## src/rtl/arith_op_pipe.sv

```systemverilog
// Two-stage valid/ready arithmetic pipeline: scaled add, multiply-add,
// threshold add/xor and flag-selected add, with a completed-transfer counter.
module arith_op_pipe #(
  parameter int unsigned W      = 4,
  parameter int unsigned THRESH = 2,
  parameter int unsigned CNT_W  = 8
) (
  input  logic             clk,
  input  logic             rst_n,
  input  logic             in_valid,
  output logic             in_ready,
  input  logic [1:0]       op_i,
  input  logic [W-1:0]     a_i,
  input  logic [W-1:0]     b_i,
  input  logic [W-1:0]     c_i,
  input  logic             cin_i,
  input  logic [2:0]       x_i,
  output logic             out_valid,
  input  logic             out_ready,
  output logic [W+1:0]     res_o,
  output logic             ovf_o,
  output logic [1:0]       op_o,
  output logic [CNT_W-1:0] cnt_o
);

  localparam int unsigned MW = 2 * W + 2;  // holds 3*b*c exactly
  localparam int unsigned RW = 2 * W + 3;  // holds a + 3*b*c exactly
  localparam int unsigned OW = W + 2;

  logic          adv1;
  logic          adv2;
  logic          s1_valid;
  logic [1:0]    s1_op;
  logic [W-1:0]  s1_a;
  logic [W-1:0]  s1_b;
  logic [W-1:0]  s1_c;
  logic          s1_cin;
  logic [2:0]    s1_x;
  logic [MW-1:0] s1_mul;
  logic          sel3;
  logic [RW-1:0] r_exact;
  logic [OW-1:0] res_d;
  logic          ovf_d;

  // A stage may load when it is empty or its contents move on this cycle.
  assign adv2     = ~out_valid | out_ready;
  assign adv1     = ~s1_valid | adv2;
  assign in_ready = adv1;

  // Stage 1: operand capture and the product term.
  always_ff @(posedge clk) begin
    if (!rst_n) begin
      s1_valid <= 1'b0;
      s1_op    <= '0;
      s1_a     <= '0;
      s1_b     <= '0;
      s1_c     <= '0;
      s1_cin   <= 1'b0;
      s1_x     <= '0;
      s1_mul   <= '0;
    end else if (adv1) begin
      s1_valid <= in_valid;
      if (in_valid) begin
        s1_op  <= op_i;
        s1_a   <= a_i;
        s1_b   <= b_i;
        s1_c   <= c_i;
        s1_cin <= cin_i;
        s1_x   <= x_i;
        s1_mul <= MW'(b_i) * MW'(c_i) * MW'(3);
      end
    end
  end

  // Exact result first; truncation and overflow are derived from it.
  always_comb begin
    r_exact = '0;
    sel3    = s1_x[0] | (~s1_x[1] & s1_x[2]);
    case (s1_op)
      2'd0: r_exact = (RW'(s1_a) << 1) + RW'(s1_b) + RW'(s1_cin);
      2'd1: r_exact = RW'(s1_a) + RW'(s1_mul);
      2'd2: r_exact = (s1_b > W'(THRESH)) ? RW'(s1_a) + RW'(s1_c)
                                          : RW'(s1_a ^ s1_c);
      default: r_exact = sel3 ? RW'(s1_a) + RW'(s1_b)
                              : RW'(s1_b) + RW'(s1_c);
    endcase
    res_d = (s1_op == 2'd0) ? r_exact[OW-1:0] : OW'(r_exact[W-1:0]);
    ovf_d = |r_exact[RW-1:W];
  end

  // Stage 2: output registers, held while the sink stalls.
  always_ff @(posedge clk) begin
    if (!rst_n) begin
      out_valid <= 1'b0;
      res_o     <= '0;
      ovf_o     <= 1'b0;
      op_o      <= '0;
    end else if (adv2) begin
      out_valid <= s1_valid;
      if (s1_valid) begin
        res_o <= res_d;
        ovf_o <= ovf_d;
        op_o  <= s1_op;
      end
    end
  end

  always_ff @(posedge clk) begin
    if (!rst_n) begin
      cnt_o <= '0;
    end else if (out_valid & out_ready) begin
      cnt_o <= cnt_o + CNT_W'(1);
    end
  end

endmodule

```

## config.mk

```make
export PLATFORM = sky130hd
export DESIGN_NAME = arith_op_pipe
export DESIGN_NICKNAME = d
export VERILOG_FILES = /design/src/rtl/arith_op_pipe.sv
export SDC_FILE = /design/constraint.sdc
export NUM_CORES = 1
export LEC_CHECK = 0
export ABC_AREA = 1
export BUFFER_PORTS_ARGS = -buffer_cell sky130_fd_sc_hd__buf_2
export CAP_MARGIN = 20
export CORE_MARGIN = 8
export CORE_UTILIZATION = 63
export CTS_CLUSTER_SIZE = 10
export DETAILED_ROUTE_END_ITERATION = 10
export PLACE_DENSITY = 0.88
export SLEW_MARGIN = 20
export SYNTH_ARGS = -nofsm -noshare
export SYNTH_HDL_FRONTEND = slang
export SYNTH_SLANG_ARGS = --single-unit
```

## constraint.sdc

```tcl
create_clock -name clk -period 7.9 [get_ports clk]
set_input_delay 0.79 -clock clk [delete_from_list [all_inputs] [get_ports clk]]
set_output_delay 0.79 -clock clk [all_outputs]
set_load 0.005 [all_outputs]
```

## Word level (Yosys, flattened, before mapping)

Cells that the tools add are included.

- Output and inout port bits: 19
- Word-level logic and storage cells: 42
- Register bits after elaboration: 47
- Input port bits: 22

- Muxes and demuxes: 4
- Eq/ne operators: 2
- $lt $le $gt $ge: 1
- Reduce and logical (&&, ||, !) cells: 4
- Multiply operators: 2
- Add/sub/neg operators: 7
- Bitwise gates (word level): 9

Operators by type and width:

| cell | count |
|---|---|
| case mux 11 bit (3 select lines) | 1 |
| adder 4 x 4 -> 5 bit | 3 |
| adder 4 x 10 -> 11 bit | 1 |
| multiplier 8 x 2 -> 10 bit (second input constant) | 1 |
| 2-to-1 mux 5 bit | 2 |
| adder 8 x 1 -> 8 bit (second input constant) | 1 |
| multiplier 4 x 4 -> 8 bit | 1 |
| adder 6 x 1 -> 7 bit | 1 |
| OR reduction 7 bit | 1 |
| adder 5 x 4 -> 6 bit | 1 |
| 2-to-1 mux 6 bit | 1 |
| > comparator 4 x 2 -> 1 bit (second input constant) | 1 |
| AND reduction 2 bit | 2 |
| XOR 4 bit | 1 |
| NOT 1 bit | 3 |
| OR 1 bit | 3 |
| bitwise AND 1 bit | 2 |
| == test 2 x 1 -> 1 bit (second input constant) | 1 |
| == test 2 bit (second input constant) | 1 |
| zero test 2 bit | 1 |

## Logic depth before layout (Yosys ltp)

Gate-level depths: netlist (run 1).

- Word-level depth: 6
- Mapped depth: 21
- Depth with buffers taken out: 21

## Worst setup path after synthesis (run 1)

Ideal clock, no wire load.

- Path kind: input to register
- Start: input port c_i[3]
- End: register s1_mul[7]
- Path buffers: 0
- Setup slack: 3940 ps
- Required time: 7791 ps
- Data arrival time: 3851 ps
- Stages: 17
- Setup time: 109 ps
- Path through: nand2_1 fa_1 inv_1 fa_1 inv_1 fa_1 o21ai_0 xnor2_1 inv_1 ha_1 nand2_1 nor3_1 nand3b_1 xnor2_1 nand2_1 nand2_1 inv_1

- Word-level cells in the longest chain between the ends: 2

Ends and longest elaborated chain:

| element | RTL line | source |
|---|---|---|
| from (decl) | 15 | `input logic [W-1:0] c_i,` |
| multiplier 4 x 4 -> 8 bit | 70 | `s1_mul <= MW'(b_i) * MW'(c_i) * MW'(3);` |
| multiplier 8 x 2 -> 10 bit | 70 |  |
| to (signal assigned) | 70 |  |
| to (decl) | 39 | `logic [MW-1:0] s1_mul;` |

No other way between the ends.
A chain may end at the register's enable or synchronous reset.

## Final worst setup path (run 1)

Same ends and word-level chain as after synthesis.

==> metrics.md, run 1 <==
| Metric | Value |
|---|---|
| Share of layout cells above drive strength 1 | 12.7% |
| Register bit total from synthesis | 47 |
| H-tree lvl count | 2 |
| Clock Skews | 0.00502 ns |
| HPWL after DPL | 5.96 mm |
| Period utilisation layout | 51.9% |
| Worst r2r path cells | 11 |
| Gr usage total | 20.6% |
| Area of the mapped netlist | 0.00331 mm² |
| P_leak | 0.00193 µW |
| Switching power | 246 µW |
| Status | finished, final reports clean |
| Syn Inst Count | 466 |
| I/O Buffers | 40 |
| CTS hold repair buffers | 0 |
| Total Nets Final | 572 |
| Internal Power | 458 µW |
| Async S/R FF share, synth | 0% |
| Critical path fanouts, max | 6 |
| Area delta synth->final | 11.0% |
| Min Tclk post-route | 4.10 ns |
| Crit path launch type | input port |
| Initial core utilization | 64.8% |
| Die width | 88.5 µm |
| Switch share | 35.0% |
| Yosys cell types | 35 |
| Top metal layer carrying routed signals | met4 |
| Max Cap Viol | 0 |
| CP Data Required Time | 8.11 ns |
| DR WL met2 | 3.92 mm |
| Die area | 0.00783 mm² |
| Max incr delay on CP | 0.56 ns |
| Slew headroom | 55.3% |
| Routed Antenna Nets | 0 |
| Synthesized net count | 535 |
| Crit path cell chain | buf_2 -> nand2_1 -> fa_1 -> inv_1 -> fa_1 -> inv_1 -> fa_1 -> o21ai_0 -> xnor2_1 -> inv_1 -> ha_1 -> nand2_1 -> nor3_1 -> nand3b_1 -> xnor2_1 -> nand2_1 -> nand2_1 -> inv_1 |
| Tightest Pin Transition | 0.670 ns |
| Clock sinks | 47 |
| RSZ-0062 raised after global routing | no |
| Post-synth EDFFs | 0 |
| Crit path capture | s1_mul[7] |
| CTS tree | done |
| Number of cell rows | 26 |
| Logic gate share of total power | 34.3% |
| Fin. Hold Viols | 0 |
| Average cell area after synthesis | 7.11 µm² |
| Post-CTS setup buffer count | 0 |
| GP Congestion | 0.933 |
| Ant. Diodes | 0 |
| Pins Over Slew Limit | 0 |
| Clock Power Share | 26.9% |
| FF-to-FF Start | s1_x[2] |
| First-pass DRT Iterations | 4 |
| CTS-repair resized insts | 0 |
| FMAX | 244 MHz |
| Largest net degree at the start of global routing | 36 |
| Final std cells w/o fill | 574 |
| Routed WL | 7.68 mm |
| Post-synth top flop | dfxtp_1 |
| Vias | 3123 |
| Inst Count DP | 566 |
| First-pass GRT wire length | 13.0 mm |
| Vias in the first global route | 2983 |
| Wl on met1 | 3.33 mm |
| Total gr overflow | 0 |
| Die height | 88.5 µm |
| Io pins | 41 |
| Core ar. | 0.00511 mm² |
| R2r endpoint | ovf_o |
| CP arrival | 4.31 ns |
| Sequential power share | 38.9% |
| Worst path slowest cell | fa_1 |
| CP endpoint kind | flop |
| Max Root-Sink Buffers | 2 |
| Initial antenna violation count | 0 |
| Skew-Pair Late Insertion Delay | 0.30 ns |
| Worst Setup Path Type | input port to flop |
| DRC violation count after routing | 0 |
| Share of the yosys chip area belonging to registers | 28.4% |
| Met3 routed WL | 280 µm |
| PwrDens | 192 mW/mm² |
| Setup_tns | 0 ns |
| R2r setup slk | 5.62 ns |
| HP Class | flop to flop |
| 1st-iter DRT viols | 123 |
| Worst Setup SP | c_i[3] |
| Vias/cell | 5.44 |
| Synth warnings | 0 |
| Total CTS buffers | 5 |
| CTS clk-pin slew, worst paths | 0.09 ns |
| Max VDD drop | 0.000146 V |
| DR WL/cell | 13.4 µm |
| Setup-failing EPs final | 0 |
| Clock Tree Root | clkbuf_8 |
[power groups by stage]
stage               logic [µW]  registers (µW)  clock network, µW
floorplan                  183             275                  0
global placement           226             278                  0
detailed placement         237             279                  0
CTS                        239             274                192
global route               276             277                203
finish                     241             274                189
[metal layers]
metal,global-route usage [%],vias up
met3,3.53,16
met2,35.1,69
met4,8.76,0
li1,-,1595
met5,0,-
met1,24.8,1443
[synthesized netlist by cell type, types with 2 or more instances]
library cell	n	share of area, %
clkbuf_1	2	0.23
buf_2	5	0.76
dfxtp_1	47	28
nor2_2	3	0.57
o21ai_1	4	0.60
ha_1	38	14
inv_2	5	0.57
xor2_1	4	1.1
xnor2_1	6	1.6
nor3_1	2	0.30
nand3_2	3	0.91
buf_1	2	0.23
nand4_1	4	0.76
a31oi_1	2	0.38
o21ai_0	42	6.3
nand2_2	2	0.38
nand2_1	84	9.5
nand3_1	26	3.9
fa_1	9	5.4
inv_1	59	6.7
nor2_1	58	6.6
a21oi_1	41	6.2
a21o_1	5	1.1
o21bai_1	2	0.45
[metrics by stage]
| stage | setup slack (ns) | utilization [%] | area [µm²] | hold slack (ns) | total power [µW] |
|---|---|---|---|---|---|
| final | 3.80 | 72.0 | 3680 | 0.464 | 705 |
| after global routing | 3.56 | 72.0 | 3680 | 0.491 | 755 |
| after CTS | 3.83 | 72.0 | 3680 | 0.470 | 705 |
| after detailed placement | 3.52 | 69.6 | 3550 | 0.456 | 516 |
| after global placement | 3.67 | 69.6 | 3550 | 0.447 | 504 |
| after floorplan | 3.94 | - | 3310 | 0.430 | 458 |
[cell usage in the layout (no fill, tap or decap), drive strengths merged, types with 2 or more instances in the layout]
cell    synthesis  routed
dfxtp          47      47
ha             38      38
fa              9       9
a21o            5       5
nand2          86      86
o21bai          2       2
xnor2           6       6
inv            64      65
a21oi          41      41
clkbuf          3       6
xor2            4       4
buf             7      40
nand3          29      29
a31oi           2       2
o21ai          46      46
nor3            2       2
nand4           4       4
nor2           61      61
[flip-flops by register name, summed over array words and instances, names as in the netlist, 2 cells and up]
name,flops
s1_op,2
s1_x,3
s1_b,4
s1_mul,10
s1_c,4
cnt_o,8
op_o,2
res_o,6
s1_a,4
[layout make-up]
class                      instances  area, µm²
clock inverter                     2       38.8
clock buffer                       6       82.6
timing repair buffer              40        200
sequential                        47        941
fill                             425       1430
multi-input combinational        345       2090
inverter                          64        240
tap                               70       87.6
[kinds of logic after synthesis]
group                      synth area share (%)
and+or+nand+nor                            24.1
AOI/OAI and AO/OA                          16.4
buffers and inverters                      8.61
adders and majority gates                  19.8
DFF                                        28.4
xor gates and xnor gates                   2.64
[how the worst min path moves through the flow]
| stage | slack (ns) | from | depth (start not counted) | end |
|---|---|---|---|---|
| 2_1_floorplan | 0.43 | s1_x[2] | 2 | s1_x[2] |
| 3_3_place_gp | 0.45 | s1_x[2] | 2 | s1_x[2] |
| 3_5_place_dp | 0.46 | res_o[4] | 2 | res_o[4] |
| 4_1_cts | 0.47 | res_o[4] | 2 | res_o[4] |
| 5_1_grt | 0.49 | res_o[4] | 2 | res_o[4] |
| 6_report | 0.46 | s1_x[2] | 2 | s1_x[2] |
[critical path, delay by kind of cell]
| family | cells | cell delay [ns] |
|---|---|---|
| adders and majority gates | 4 | 1.96 |
| and+or+nand+nor | 6 | 0.58 |
| buffers and inverters | 5 | 0.42 |
| xor gates and xnor gates | 2 | 0.33 |
| AOI/OAI and AO/OA | 1 | 0.23 |
No activity file was read; power rests on OpenSTA's default activity.
==> run 2, diff against run 1 <==
CORE_UTILIZATION = 53   (was 63)
PLACE_DENSITY = 0.79   (was 0.88)
clock period = 3.54 ns   (was 7.9 ns; I/O delays follow)
==> run 2 against run 1 <==
Clock power grew 91%. Core utilization decreased by 11 points. Combinational power grew to 2.5 times the previous value. Sequential share of layout area fell by 0.89 points. Wire length fell by 0.31%. Count of clock-buffer cells in the layout increased by 1.
==> metrics.md, run 2 (synthesis gave the netlist of run 1 again) <==
| Metric | Value |
|---|---|
| HP Class | input port to flop |
| Cell Area, Placed | 0.00367 mm² (+3.2%) |
| Most common cell after layout, fill and taps aside | nand2_1 |
| Setup-failing EPs final | 0 (unchanged) |
| Share of layout cells above drive strength 1 | 16.2% (+3.5 points) |
| Vias/cell | 5.20 (-4.4%) |
| HPWL after DPL | 5.96 mm (about the same) |
| PwrDens | 415 mW/mm² (+120%) |
| Critical path fanouts, max | 4 (-2) |
| Clock Skews | 0.00997 ns (+0.00494 ns) |
| Initial antenna violation count | 0 (unchanged) |
| Max reg flops | 10 (unchanged) |
| First-pass DRT Iterations | 6 (+2) |
| Most frequent cells in the layout | 84 x nand2_1, 58 x inv_1, 58 x nor2_1, 47 x dfxtp_1 |
| CP endpoint kind | flop |
| CTS tree | done |
| Worst r2r path cells | 11 (unchanged) |
| H-tree lvl count | 2 (unchanged) |
| Largest net degree at the start of global routing | 36 (unchanged) |
| Total Nets Final | 587 (+2.6%) |
| Clock Tree Root | clkbuf_8 |
| Clock sinks | 47 (unchanged) |
| Max Root-Sink Buffers | 2 (unchanged) |
| Core ar. | 0.00620 mm² (+21%) |
| Most flops, register | s1_mul |
| Io pins | 41 (unchanged) |
| Max Cap Viol | 0 (unchanged) |
| FF-to-FF Start | s1_x[2] |
| CTS clk-pin slew, worst paths | 0.09 ns (about the same) |
| Vias in the first global route | 3098 (+3.9%) |
| R2r setup slk | 1.24 ns (-4.38 ns) |
| Gr usage total | 18.1% (-2.5 points) |
| Final std cells w/o fill | 596 (+3.8%) |
| Hold WS | 0.306 ns (-0.158 ns) |
| Slew headroom | 55.5% (+0.20 points) |
| Worst Setup SP | c_i[3] |
| Pins Over Slew Limit | 0 (unchanged) |
| Worst path slowest cell | fa_1 |
| Die area | 0.00903 mm² (+15%) |
| Crit path launch type | input port |
| Area delta synth->final | 15.0% |
| Ant. Diodes | 0 (unchanged) |
| FMAX | 295 MHz |
| WHS Path Cells | 3 (+1) |
| I/O Buffers | 40 (unchanged) |
| R2r endpoint | ovf_o |
| Skew-Pair Late Insertion Delay | 0.30 ns (about the same) |
| CTS hold repair buffers | 0 (unchanged) |
| Largest delay share family, worst path | adder cells |
| Routed WL | 7.65 mm (-0.31%) |
| Die height | 95.1 µm (+7.4%) |
| Crit path cell chain | buf_2 -> nand2_1 -> fa_1 -> inv_1 -> fa_1 -> inv_1 -> fa_1 -> buf_4 -> xnor2_1 -> ha_1 -> a21o_1 -> nand3_1 -> nand3b_1 -> xnor2_1 -> nand2_1 -> nand2_1 -> inv_1 |
| Worst Setup Path Type | input port to flop |
| CP arrival | 3.59 ns (-0.72 ns) |
| Vias | 3099 (-0.77%) |
| GP Congestion | 0.912 (-2.3%) |
| Total gr overflow | 0 (unchanged) |
| Inst Count DP | 587 (+3.7%) |
| CP Data Required Time | 3.74 ns (-4.37 ns) |
| Final Power | 1580 µW (+120%) |
| P_leak | 0.00200 µW (+3.3%) |
| Total CTS buffers | 5 (unchanged) |
| Die width | 95.1 µm (+7.4%) |
| Max VDD drop | 0.000288 V (+97%) |
| Initial core utilization | 53.4% (-11 points) |
| Tightest Pin Transition | 0.667 ns (-0.00299 ns) |
| Routed Antenna Nets | 0 (unchanged) |
| Hold path startpoint | a_i[0] |
| Design Area, Final | 0.00381 mm² (+3.6%) |
| First-pass GRT wire length | 13.2 mm (+1.2%) |
| DR WL/cell | 12.8 µm (-4.0%) |
| Hold Path Sink | s1_a[0] |
| Top flop regs | s1_mul x10, cnt_o x8, res_o x6 |
| Worst path bufs/invs | 5 (unchanged) |
| Status | finished, final reports clean |
| 1st-iter DRT viols | 175 (+42%) |
| Number of cell rows | 29 (+12%) |
| Fin. Hold Viols | 0 (unchanged) |
| Period utilisation layout | 95.6% |
| Max incr delay on CP | 0.56 ns (about the same) |
| Min Tclk post-route | 3.39 ns |
| DRC violation count after routing | 0 (unchanged) |
## run 2: area by class of cell
| class | count | area [µm²] |
|---|---|---|
| fillers | 574 | 2400 |
| multi-input cells | 345 | 2110 |
| flip-flops and latches | 47 | 941 |
| repair buffers | 55 | 313 |
| inverters | 64 | 240 |
| clock buffers | 7 | 96.3 |
| well taps | 77 | 96.3 |
| clock inverters | 1 | 7.51 |
## run 2: per-stage QoR
| step | setup TNS (ns) | util, % | setup slack [ns] |
|---|---|---|---|
| 6_report | 0 | 61.4 | 0.154 |
| 5_1_grt | -0.0117 | 61.4 | -0.0117 |
| 4_1_cts | 0 | 60.8 | 0.00999 |
| 3_5_place_dp | -0.840 | 59.1 | -0.335 |
| 3_3_place_gp | -0.382 | 59.1 | -0.183 |
| 2_1_floorplan | 0 | - | 0.0165 |
## run 2: worst max path at each step
stage	end	slack, ns	cells after the start
2_1_floorplan	s1_mul[7]	0.02	17
5_1_grt	s1_mul[7]	-0.01	18
4_1_cts	s1_mul[7]	0.01	18
3_5_place_dp	s1_mul[7]	-0.34	18
3_3_place_gp	s1_mul[7]	-0.18	18
6_report	s1_mul[7]	0.15	17
## run 2: power breakdown
| part | switching, µW | internal, µW | leakage [µW] |
|---|---|---|---|
| logic | 330 | 276 | 0.00156 |
| clock network | 183 | 178 | 0.0000505 |
| registers | 38.8 | 573 | 0.000388 |
## run 2: repair_timing
item                       4_1_cts  5_1_grt
setup buffers                    0        1
gates resized for setup          1        5
setup endpoints to repair        1        3
pin swaps                        0        2
hold endpoints to repair         0        0
## run 2: tightest hold or removal path: stages
cell	delay, ns
buf_2	0.07
o21ai_0	0.07
nor2_1	0.08
## run 2: routing by layer
layer	share of wire (%)	track usage [%]	vias up
met5	0	0	-
met4	3.0	8.71	0
met3	3.6	3.46	23
met2	50	32.4	55
met1	44	20.2	1392
li1	-	-	1629
==> run 3, diff against run 2 <==
CELL_PAD_IN_SITES_DETAIL_PLACEMENT = 1   (was unset)
CELL_PAD_IN_SITES_GLOBAL_PLACEMENT = 1   (was unset)
CORE_UTILIZATION = 38   (was 53)
PLACE_DENSITY = 0.78   (was 0.79)
REMOVE_ABC_BUFFERS = 1   (was unset)
==> run 3 against run 2 <==
Critical path type unchanged. Design area grew 1.2%. Sequential share of layout area fell by 0.29 points. Die area grew 32%. Final cell count grew 5.4%. First-iteration DRC count down 43%. Worst hold slack got worse by 0.012 ns. Core utilization is 17 points lower. Count of clock-buffer cells in the layout fell by 1. Largest power group is now combinational logic. Via count increased by 1.6%. Wire length rose by 18%. Clock power decreased by 9.4%. Clock skew barely moved.
==> metrics.md, run 3 (synthesis gave the netlist of run 1 again) <==
| Metric | Value |
|---|---|
| Total gr overflow | 0 (unchanged) |
| Clock Power Share | 20.7% (-2.2 points) |
| R2r endpoint | ovf_o |
| Ant. Diodes | 0 (unchanged) |
| Worst r2r path cells | 11 (unchanged) |
| Final Power | 1580 µW (+0.17%) |
| Clock sinks | 47 (unchanged) |
| FMAX | 293 MHz (-0.93%) |
| CP Data Required Time | 3.75 ns (about the same) |
| Sequential power share | 38.7% (about the same) |
| Initial antenna violation count | 0 (unchanged) |
| Total Nets Final | 588 (+0.17%) |
| Most common cell after layout, fill and taps aside | nand2_1 |
| GP Congestion | 0.867 (-5.0%) |
| DRC violation count after routing | 0 (unchanged) |
| WHS Path Cells | 3 (unchanged) |
| Slew headroom | 54.9% (-0.51 points) |
| Routed Antenna Nets | 0 (unchanged) |
| Setup-failing EPs final | 0 (unchanged) |
| Post-layout util | 44.8% (-17 points) |
| Gr usage total | 15.6% (-2.5 points) |
| Skew-Pair Late Insertion Delay | 0.31 ns (about the same) |
| CTS tree | done |
| Hold path startpoint | cin_i |
| Share of layout cells above drive strength 1 | 16.5% (+0.35 points) |
| CTS clk-pin slew, worst paths | 0.09 ns (about the same) |
| CP endpoint kind | flop |
| HPWL after DPL | 7.09 mm (+19%) |
| Area delta synth->final | 16.4% |
| CP arrival | 3.63 ns (+0.04 ns) |
| Crit path launch type | input port |
| Die width | 109 µm (+15%) |
| Initial core utilization | 38.5% (-15 points) |
| HP Class | input port to flop |
| P_leak | 0.00200 µW (about the same) |
| Die height | 109 µm (+15%) |
| Largest net degree at the start of global routing | 36 (unchanged) |
| Routed WL | 9.05 mm (+18%) |
| 1st-iter DRT viols | 100 (-43%) |
| First-pass DRT Iterations | 4 (-2) |
| Max Cap Viol | 0 (unchanged) |
| Max reg flops | 10 (unchanged) |
| Core ar. | 0.00859 mm² (+38%) |
| Total CTS buffers | 5 (unchanged) |
| Tightest Pin Transition | 0.674 ns (+0.00761 ns) |
| FF-to-FF Start | s1_x[2] |
| Pins Over Slew Limit | 0 (unchanged) |
| Internal Power | 1000 µW (-2.4%) |
| Most frequent cells in the layout | 84 x nand2_1, 58 x inv_1, 58 x nor2_1, 47 x dfxtp_1 |
| H-tree lvl count | 2 (unchanged) |
| Vias | 3150 (+1.6%) |
| Min Tclk post-route | 3.42 ns (+0.0318 ns) |
| Worst Setup Path Type | input port to flop |
| Logic gate share of total power | 40.6% (+2.2 points) |
| Max VDD drop | 0.000167 V (-42%) |
| Hold Path Sink | s1_cin |
| Clock Skews | 0.00960 ns (-0.000366 ns) |
| Number of cell rows | 34 (+17%) |
| Status | finished, final reports clean |
| PwrDens | 410 mW/mm² (-1.0%) |
| Vias in the first global route | 3267 (+5.5%) |
| Clock Tree Root | clkbuf_8 |
| Design Area, Final | 0.00385 mm² (+1.2%) |
| CTS hold repair buffers | 0 (unchanged) |
| Max Root-Sink Buffers | 2 (unchanged) |
| Fin. Hold Viols | 0 (unchanged) |
| Switch share | 36.6% (+1.7 points) |
| I/O Buffers | 40 (unchanged) |
| Final setup margin | 0.122 ns (-0.0318 ns) |
| DR WL/cell | 14.4 µm (+12%) |
| Cell Area, Placed | 0.00371 mm² (+1.1%) |
| Io pins | 41 (unchanged) |
| Vias/cell | 5.02 (-3.5%) |
| Most flops, register | s1_mul |
| Period utilisation layout | 96.5% (+0.90 points) |
| Die area | 0.0120 mm² (+32%) |
| Switching power | 579 µW (+4.9%) |
| Top flop regs | s1_mul x10, cnt_o x8, res_o x6 |
| R2r setup slk | 1.18 ns (-0.06 ns) |
| Setup_tns | 0 ns (unchanged) |
| Dpl ws | -0.337 ns (-0.00212 ns) |
| Critical path fanouts, max | 5 (+1) |
| First-pass GRT wire length | 15.2 mm (+16%) |
[run 3: changes by cell type in the layout (fill, tap and decap cells not counted), sizes merged]
cell    delta
clkbuf     -1
clkinv     +1
buf        +1
[run 3: how the worst max path moves through the flow]
stage	depth (start not counted)	to	slack, ns	start
4_1_cts	18	s1_mul[7]	0.06	c_i[3]
5_1_grt	19	s1_mul[7]	-0.12	b_i[1]
6_report	19	s1_mul[7]	0.12	b_i[1]
2_1_floorplan	17	s1_mul[7]	0.008	c_i[3]
3_3_place_gp	18	s1_mul[7]	-0.15	c_i[3]
3_5_place_dp	18	s1_mul[7]	-0.34	c_i[3]
[run 3: stage by stage]
stage / cells / hold slack (ns)
global route: 628 / 0.323
detailed placement: 618 / 0.459
floorplan: 456 / 0.430
global placement: 618 / 0.447
finish: 628 / 0.294
CTS: 626 / 0.294
[run 3: worst max-delay path, cell delays in order]
cell and delay (ns):
buf_2 0.10, buf_4 0.14, nand2_1 0.06, inv_1 0.05, fa_1 0.50, ha_1 0.32
ha_1 0.34, a21o_1 0.19, a31oi_1 0.18, xor2_1 0.16, inv_1 0.10, ha_1 0.38
nand2_1 0.08, nor3_1 0.17, nand3b_1 0.17, xnor2_1 0.12, nand2_1 0.07, nand2_1 0.09
inv_1 0.05
[run 3: layout make-up]
type	instances	area, µm²
clock buffer	6	72.6
clock inverter	2	12.5
fill	1155	4740
inverter	64	240
multi-input combinational	345	2130
sequential	47	941
tap	108	135
timing repair buffer	56	320
[run 3: what timing repair did]
item,4_1_cts,5_1_grt
cloned,0,0
gates resized for setup,1,7
pin swaps,0,2
endpoints found under the setup margin,2,3
setup buffers,0,2
[run 3: layer usage]
metal / up-vias / share of wire [%] / global-route usage [%]
li1: 1630 / - / -
met1: 1468 / 45 / 18.8
met2: 39 / 50 / 28.0
met3: 13 / 2.5 / 1.88
met4: 0 / 2.3 / 5.40
met5: - / 0 / 0
[run 3: power by group through the flow]
stage          clock, µW  combinational, µW  sequential, µW
3_3_place_gp           0                563             623
6_report             327                642             613
2_1_floorplan          0                403             614
5_1_grt              356                728             619
4_1_cts              338                597             613
3_5_place_dp           0                590             625
